`src/rtl/fetch_queue.sv`:
```
// Instruction-fetch front end: PC generation, synchronous imem reads and a DEPTH-entry
// prefetch queue of {pc, instr} pairs, decoupled from decode by valid/ready.
module fetch_queue #(
  parameter int unsigned       DATA_W   = 16,
  parameter int unsigned       ADDR_W   = 12,
  parameter int unsigned       DEPTH    = 4,
  parameter logic [ADDR_W-1:0] RESET_PC = '0
) (
  input  logic              clock,
  input  logic              reset,
  input  logic              exec,
  input  logic [DATA_W-1:0] ir_m_q,
  output logic [ADDR_W-1:0] ir_m_addr,
  output logic              ir_m_rw,
  input  logic              redirect,
  input  logic [ADDR_W-1:0] redirect_pc,
  output logic              out_valid,
  input  logic              out_ready,
  output logic [DATA_W-1:0] out_ir,
  output logic [ADDR_W-1:0] out_pc
);

  localparam int unsigned PTR_W = $clog2(DEPTH);
  localparam int unsigned CNT_W = PTR_W + 1;
  localparam int unsigned OCC_W = CNT_W + 1;

  logic [ADDR_W-1:0] fetch_pc;
  logic              pending;
  logic [ADDR_W-1:0] pending_pc;
  logic [DATA_W-1:0] ir_mem [DEPTH];
  logic [ADDR_W-1:0] pc_mem [DEPTH];
  logic [PTR_W-1:0]  rd_ptr;
  logic [PTR_W-1:0]  wr_ptr;
  logic [CNT_W-1:0]  count;

  logic              pop;
  logic              push;
  logic              issue;
  logic [OCC_W-1:0]  occ;
  logic [PTR_W-1:0]  rd_ptr_d;
  logic [PTR_W-1:0]  wr_ptr_d;
  logic [CNT_W-1:0]  count_d;
  logic [DATA_W-1:0] head_ir_d;
  logic [ADDR_W-1:0] head_pc_d;

  assign ir_m_addr = fetch_pc;
  assign ir_m_rw   = 1'b0;

  // Next queue state; the head outputs are precomputed here so they can be registered.
  always_comb begin
    pop       = out_valid & out_ready;
    push      = pending & ~redirect;
    // Occupancy counts the in-flight read so a slot is always reserved for it.
    occ       = OCC_W'(count) + OCC_W'(pending) - OCC_W'(pop);
    issue     = exec & ~redirect & (occ < OCC_W'(DEPTH));
    rd_ptr_d  = rd_ptr;
    wr_ptr_d  = wr_ptr;
    count_d   = count;
    head_ir_d = '0;
    head_pc_d = '0;
    if (redirect) begin
      rd_ptr_d = '0;
      wr_ptr_d = '0;
      count_d  = '0;
    end else begin
      if (pop)  rd_ptr_d = rd_ptr + PTR_W'(1);
      if (push) wr_ptr_d = wr_ptr + PTR_W'(1);
      count_d = count + CNT_W'(push) - CNT_W'(pop);
    end
    if (count_d != '0) begin
      if (push && (wr_ptr == rd_ptr_d)) begin
        head_ir_d = ir_m_q;
        head_pc_d = pending_pc;
      end else begin
        head_ir_d = ir_mem[rd_ptr_d];
        head_pc_d = pc_mem[rd_ptr_d];
      end
    end
  end

  // Control, pointers and registered head.
  always_ff @(posedge clock) begin
    if (reset) begin
      fetch_pc   <= RESET_PC;
      pending    <= 1'b0;
      pending_pc <= '0;
      rd_ptr     <= '0;
      wr_ptr     <= '0;
      count      <= '0;
      out_valid  <= 1'b0;
      out_ir     <= '0;
      out_pc     <= '0;
    end else begin
      rd_ptr    <= rd_ptr_d;
      wr_ptr    <= wr_ptr_d;
      count     <= count_d;
      out_valid <= (count_d != '0);
      out_ir    <= head_ir_d;
      out_pc    <= head_pc_d;
      pending   <= issue;
      if (issue) pending_pc <= fetch_pc;
      if (redirect)   fetch_pc <= redirect_pc;
      else if (issue) fetch_pc <= fetch_pc + ADDR_W'(1);
    end
  end

  // Queue storage needs no reset; only entries below count are ever read.
  always_ff @(posedge clock) begin
    if (!reset && push) begin
      ir_mem[wr_ptr] <= ir_m_q;
      pc_mem[wr_ptr] <= pending_pc;
    end
  end

endmodule

```
`config.mk`:
```
export PLATFORM = sky130hd
export DESIGN_NAME = fetch_queue
export DESIGN_NICKNAME = d
export VERILOG_FILES = /design/src/rtl/fetch_queue.sv
export SDC_FILE = /design/constraint.sdc
export NUM_CORES = 1
export LEC_CHECK = 0
export CAP_MARGIN = 10
export CORE_MARGIN = 4
export CORE_UTILIZATION = 35
export CTS_CLUSTER_SIZE = 40
export DETAILED_ROUTE_END_ITERATION = 10
export GPL_TIMING_DRIVEN = 0
export MAX_ROUTING_LAYER = met4
export PLACE_DENSITY_LB_ADDON = 0.08
export SLEW_MARGIN = 40
export SYNTH_ARGS = -nofsm -noshare
export SYNTH_HDL_FRONTEND = slang
export SYNTH_SLANG_ARGS = --single-unit
```
`constraint.sdc`:
```
create_clock -name clock -period 3.2 [get_ports clock]
set_input_delay 0.32 -clock clock [delete_from_list [all_inputs] [get_ports clock]]
set_output_delay 0.32 -clock clock [all_outputs]
set_load 0.03 [all_outputs]
```
==> impl_metrics.yaml <==
worst_setup_path:
  cp-start-kind: "flop"
  path_class: "flop to flop"
  reg2reg_setup_slack_ns: 0.48
  worst_ep_arrival_time_ns: 3.02
  reg2reg_from: "pending"
  endpoint_kind: "flop"
  worstPathRequired_ns: 3.50
  rr_endpoint: "out_ir[15]"
  reg2regPathDepth: 11
  path_max_fanout: 10
cts:
  cts_max_path_buffers: 2
  worstSkewPairLatency_ns: 0.42
  h-tree-depth: 4
  cts.sinks: 173
  cts_tree: "built"
  cts_made_buffers: 17
  cts.clk_slew.worst_paths_ns: 0.06
  cts_hold_buf: 0
  post_cts_buffers: 0
  cts_root_buffer: "clkbuf_16"
  cts_resized: 1
global_route:
  grt_use_total_pct: 13.8
  antenna_found_initial: 0
  grt_start_max_net_pins: 29
  grt_first_pass_wirelength_mm: 22.2
  grt_pass1_vias: 3923
  grt.overflow.total: 0
yosys:
  yosys_warnings: 0
  synth_edf_count: 112
  ys_seq_area_share_pct: 67.8
  synth_cell_types: 45
  syn_avg_cell_area_sq_um: 16.0
  ys.flop_type: "edfxtp_1"
  ys_async_sr_fraction_pct: 0
  syn_inst: 423
  synthesis.area_sq_um: 6760
  ys_ff_latch: 173
  synth_fp_nets: 465
floorplan:
  start_util_pct: 35.9
  core_sq_um: 18800
  die_y_um: 147
  die_x_um: 147
  num_io_pins: 75
  die_area_sq_um: 21600
  rows: 50
power:
  power_frac_comb_pct: 6.4
  powerDensity_nw_per_um2: 587
  switchingPower_w: 0.00105
  leakage_nw: 2.91
  power_frac_seq_pct: 49.2
  power_w: 0.00498
  p_clk_share_pct: 44.4
  swShare_pct: 21.0
  p_int_w: 0.00394
  ir_drop_v: 0.000330
cells_and_area:
  drive_gt1_share_pct: 17.6
  stdcell_area_sq_um: 8480
  area_growth_pct: 25.4
  nNetsFinal: 557
  diodes: 0
sta:
  setup_viol: 0
  drv_slew: 0
  rsz0062_at_grt: "false"
  worst_clock_skew_ns: 0.0181
  min_period_over_period_pct: 84.9
  slew-limit-headroom_pct: 47.0
  max_freq_mhz: 368
  worst_pin_slew_ns: 0.793
  hold_violations: 0
  post-route-min-period_ns: 2.72
route:
  wl_mm: 13.7
  drtIter0Drc: 149
  ant_nets: 0
  routedWlPerCell_um: 17.4
  viasPerCell: 4.72
  vias: 3721
  drt_pass1_iterations: 4
  drcViolationCount: 0
hold_path:
  hold_path.startpoint: "redirect_pc[1]"
  min_delay_path_depth: 3
  hold_path_class: "primary input to flop"
  whs_endpoint: "ir_m_addr[1]"
placed_design:
  dp_hpwl_mm: 8.70
  io_buffers: 73
  gp_congestion: 0.755
  place_area_sq_um: 7830
flow_run:
  cap_violations: 0
run_status:
  outcome: "complete, no violations"
how the worst max path moves through the flow:
stage | cells after the start | from | endpoint | slack, ns
5_1_grt | 11 | pending | out_ir[0] | 0.22
6_report | 11 | pending | out_ir[15] | 0.48
3_3_place_gp | 12 | redirect | out_ir[15] | -0.43
2_1_floorplan | 11 | out_valid | out_ir[0] | 0.70
3_5_place_dp | 12 | redirect | out_ir[15] | -0.42
4_1_cts | 11 | pending | out_ir[15] | 0.19
stage by stage:
| step | TNS [ns] | worst slack (ns) | util, % | instances | hold WS, ns |
|---|---|---|---|---|---|
| final | 0 | 0.483 | 45.0 | 788 | 0.477 |
| after global routing | 0 | 0.221 | 45.0 | 788 | 0.473 |
| after CTS | 0 | 0.188 | 45.0 | 788 | 0.450 |
| after detailed placement | -3.96 | -0.417 | 41.6 | 756 | 0.532 |
| after global placement | -4.09 | -0.434 | 41.5 | 756 | 0.513 |
| after floorplan | 0 | 0.697 | - | 423 | 0.419 |
logic make-up (layout without fill, tap and decap cells):
logic type	count (synthesis)	count (layout)	synth area share, %
muxes	70	70	15.5
adders and majority gates	9	9	1.78
and+or+nand+nor	95	95	6.55
xor gates and xnor gates	15	15	1.94
buffers and inverters	30	135	2.26
AOI/OAI and AO/OA	30	30	4.09
other	1	1	0.0555
DFF	173	173	67.8
flip-flops by register name, summed over array words and instances, names as in the netlist, 2 cells and up:
signal and count:
out_pc 12, ir_mem 64, rd_ptr 2, pending_pc 12
wr_ptr 2, count 3, pc_mem 48, out_ir 16
ir_m_addr 12
final cells by class:
| class | count | area [sq um] |
|---|---|---|
| sequential | 173 | 4580 |
| tap | 260 | 325 |
| inverter | 10 | 37.5 |
| clock inverter | 13 | 185 |
| clock buffer | 19 | 464 |
| buffer | 20 | 118 |
| multi-input combinational | 220 | 2040 |
| fill | 1677 | 10300 |
| timing repair buffer | 73 | 731 |
cells in the mapped netlist (all sizes together) (2+ instances only):
cell type  instances  area, sq um
xor2               2         17.5
nand4              2         12.5
nor3               2         10.0
ha                 8          100
edfxtp           112         3360
mux2i             42          420
nor2b              4         25.0
buf               12         85.1
mux4              28          631
and4               2         17.5
nand3b             3         22.5
nand2             10         37.5
a211oi            14          130
xnor2             13          114
inv                9         33.8
dfxtp             61         1220
a21bo              2         20.0
nor2              55          209
a21oi              6         56.3
o21ai              3         15.0
nand3              5         25.0
and2               5         31.3
clkbuf             8         30.0
metal layers:
metal / up-vias / track usage (%) / wire, um
li1: 1770 / - / -
met1: 1852 / 18.5 / 6560
met2: 92 / 20.9 / 6530
met3: 7 / 3.08 / 502
met4: 0 / 5.17 / 113
met5: - / - / 0
worst max-delay path, stage by stage, from the launching register on:
cell and delay (ns):
dfxtp_1 0.44, nor2b_1 0.28, xnor2_1 0.15, ha_1 0.16, inv_1 0.05, fa_1 0.37, xor2_1 0.21, nand3b_1 0.11
nand2_1 0.14, clkbuf_2 0.27, clkbuf_2 0.34, nor2_1 0.10
power by group through the flow:
| stage | logic [W] | registers [W] | clock network [W] |
|---|---|---|---|
| 6_report | 0.000321 | 0.00245 | 0.00221 |
| 4_1_cts | 0.000327 | 0.00245 | 0.00226 |
| 3_5_place_dp | 0.000325 | 0.00250 | 0 |
| 3_3_place_gp | 0.000321 | 0.00250 | 0 |
| 2_1_floorplan | 0.000128 | 0.00254 | 0 |
| 5_1_grt | 0.000348 | 0.00245 | 0.00237 |
cells in the final DEF (no fill, tap or decap), types with 2 or more instances in the layout:
cell type / count
mux2i_1: 42
ha_1: 8
clkinv_2: 3
edfxtp_1: 112
clkinv_4: 2
mux4_2: 28
clkbuf_1: 6
clkbuf_16: 18
o21ai_0: 3
a211oi_1: 9
a21oi_1: 3
xor2_1: 2
clkdlybuf4s50_1: 73
nand2_1: 10
buf_6: 2
buf_2: 5
and4_1: 2
nand3_1: 5
a21oi_4: 2
inv_1: 9
nand3b_1: 3
nor3_1: 2
clkbuf_2: 2
nor2b_1: 4
xnor2_1: 13
clkinvlp_4: 2
nand4_1: 2
inv_6: 2
dfxtp_1: 61
buf_4: 5
bufinv_16: 4
a211oi_2: 5
and2_4: 4
nor2_1: 54
Note: power is estimated with default switching activity, not from simulation.
==> RTL edit: new RTL, config.mk and constraints unchanged <==
Set the parameter `ADDR_W` to 10 (it was 12).
--- a/src/rtl/fetch_queue.sv
+++ b/src/rtl/fetch_queue.sv
@@ -3,5 +3,5 @@
 module fetch_queue #(
   parameter int unsigned       DATA_W   = 16,
-  parameter int unsigned       ADDR_W   = 12,
+  parameter int unsigned       ADDR_W   = 10,
   parameter int unsigned       DEPTH    = 4,
   parameter logic [ADDR_W-1:0] RESET_PC = '0
Interface: changed (resized ir_m_addr, out_pc and redirect_pc); port bits go from 75 to 69. The function was not compared with the original's and may differ.
==> RTL edit against the original RTL <==
- design area down 5.5%
- via count down 8.4%
- sequential share of layout area down 1.4 points
- sequential cell count down 14
- power down 0.18%
- routed wire length down 8.9%
- synthesized area down 7.7%
- cell count down 9.3%
- worst setup slack worse by 0.20 ns
- critical path type unchanged
- critical endpoint is now out_ir[0]$_SDFF_PP0_
- largest power group is now clock
- highest routed layer unchanged
==> RTL edit: results (changes against the original RTL) <==
| Metric | Value |
|---|---|
| Run status | finished, final reports clean (unchanged) |
| Min-Delay Endpoint | rd_ptr[1]$_SDFF_PP0_ (was ir_m_addr[1]$_SDFFE_PP0P_) |
| Setup WS pre-CTS | -0.331 ns (was -0.417 ns) |
| Net count reported at finish | 518 (was 557) |
| Highest-delay cell along the critical path | sky130_fd_sc_hd__clkbuf_1 (was sky130_fd_sc_hd__dfxtp_1) |
| Total wirelength of the detailed-routed design | 12.5 mm (was 13.7 mm) |
| Hold Crit Depth | 2 (was 3) |
| Via density | 4.77 (was 4.72) |
| GR Util All Layers | 13.6% (was 13.8%) |
| Count of flip-flops with a built-in enable after synthesis | 104 (was 112) |
| Half-perimeter wire length of the detailed placement result | 8.11 mm (was 8.70 mm) |
| Delay contributed by the slowest stage of the critical path | 0.42 ns (was 0.44 ns) |
| Global-route wire length before repair | 20.2 mm (was 22.2 mm) |
| Startpoint of the most critical hold path | redirect (was redirect_pc[1]) |
| Via count of the first global-routing pass | 3574 (was 3923) |
| Static leakage | 2.81 nW (was 2.91 nW) |
| Fraction of final layout cells with drive strength greater than 1 | 19.4% (was 17.6%) |
| Maximum number of pins on one net before global-route repair | 17 (was 29) |
| Per-instance average area after synthesis | 16.0 sq um (about the same) |
| Layout Skew | 0.00568 ns (was 0.0181 ns) |
| Setup slack of the most critical reg-to-reg path | 0.29 ns (was 0.48 ns) |
| VDD IR max | 370 uV (was 330 uV) |
| Max_slew headroom | 49.6% (was 47.0%) |
| Regs by FF count | ir_mem x64, pc_mem x40, out_ir x16 (was ir_mem x64, pc_mem x48, out_ir x16) |
| Share of the yosys chip area belonging to registers | 67.7% (was 67.8%) |
| Final routed wire length divided by cell count | 17.5 um (was 17.4 um) |
| Dpl cells | 684 (was 756) |
| Number of DRC markers in iteration 0 | 142 (was 149) |
## RTL edit: kinds of logic (layout without fill, tap and decap cells)
logic type	after synthesis	after routing	synth area share, %
muxes	64	64	15.5
buffers and inverters	28	129	2.73
AOI/OAI and AO/OA	28	28	3.91
DFF	159	159	67.7
xor gates and xnor gates	15	15	2.11
and+or+nand+nor	85	85	6.11
adders and majority gates	9	9	1.92
other	1	1	0.0601
## RTL edit: layer usage
| metal | wire (um) | up-vias | part of all wire [%] | track usage [%] |
|---|---|---|---|---|
| met2 | 5770 | 81 | 46 | 20.1 |
| met5 | 0 | - | 0 | - |
| met3 | 429 | 12 | 3.4 | 3.37 |
| li1 | - | 1620 | - | - |
| met4 | 193 | 0 | 1.5 | 4.85 |
| met1 | 6100 | 1697 | 49 | 18.4 |
## RTL edit: timing repair
action,4_1_cts,5_1_grt
setup endpoints to repair,1,10
gates cloned,0,0
resized for setup,1,2
## RTL edit: cell type report
class | count | area, sq um
Fill cell | 1518 | 9340
Multi-Input combinational cell | 202 | 1850
Inverter | 8 | 30.0
Buffer | 20 | 143
Clock inverter | 12 | 262
Tap cell | 225 | 282
Timing Repair Buffer | 70 | 771
Clock buffer | 19 | 453
Sequential cell | 159 | 4220
## RTL edit: worst max-delay path by stage
stage / start / to / slack [ns] / cells after the start
detailed placement: out_ready / out_ir[0]$_SDFF_PP0_ / -0.33 / 11
global placement: out_ready / out_ir[0]$_SDFF_PP0_ / -0.26 / 11
finish: pending$_SDFF_PP0_ / out_ir[0]$_SDFF_PP0_ / 0.29 / 10
global route: pending$_SDFF_PP0_ / out_ir[0]$_SDFF_PP0_ / 0.11 / 10
floorplan: out_valid$_SDFF_PP0_ / out_ir[10]$_SDFF_PP0_ / 0.73 / 10
CTS: pending$_SDFF_PP0_ / out_pc[6]$_SDFF_PP0_ / 0.02 / 10
## RTL edit: through the flow
| stage | hold WS [ns] | area, sq um |
|---|---|---|
| floorplan | 0.392 | 6240 |
| global placement | 0.517 | 7180 |
| detailed placement | 0.529 | 7300 |
| CTS | 0.323 | 8010 |
| global route | 0.372 | 8020 |
| finish | 0.347 | 8020 |
## RTL edit: power breakdown
part	switching [mW]	leakage (nW)	internal, mW
clock	0.775	0.346	1.65
combinational	0.156	1.13	0.139
sequential	0.0316	1.34	2.22
total	0.963	2.81	4.01
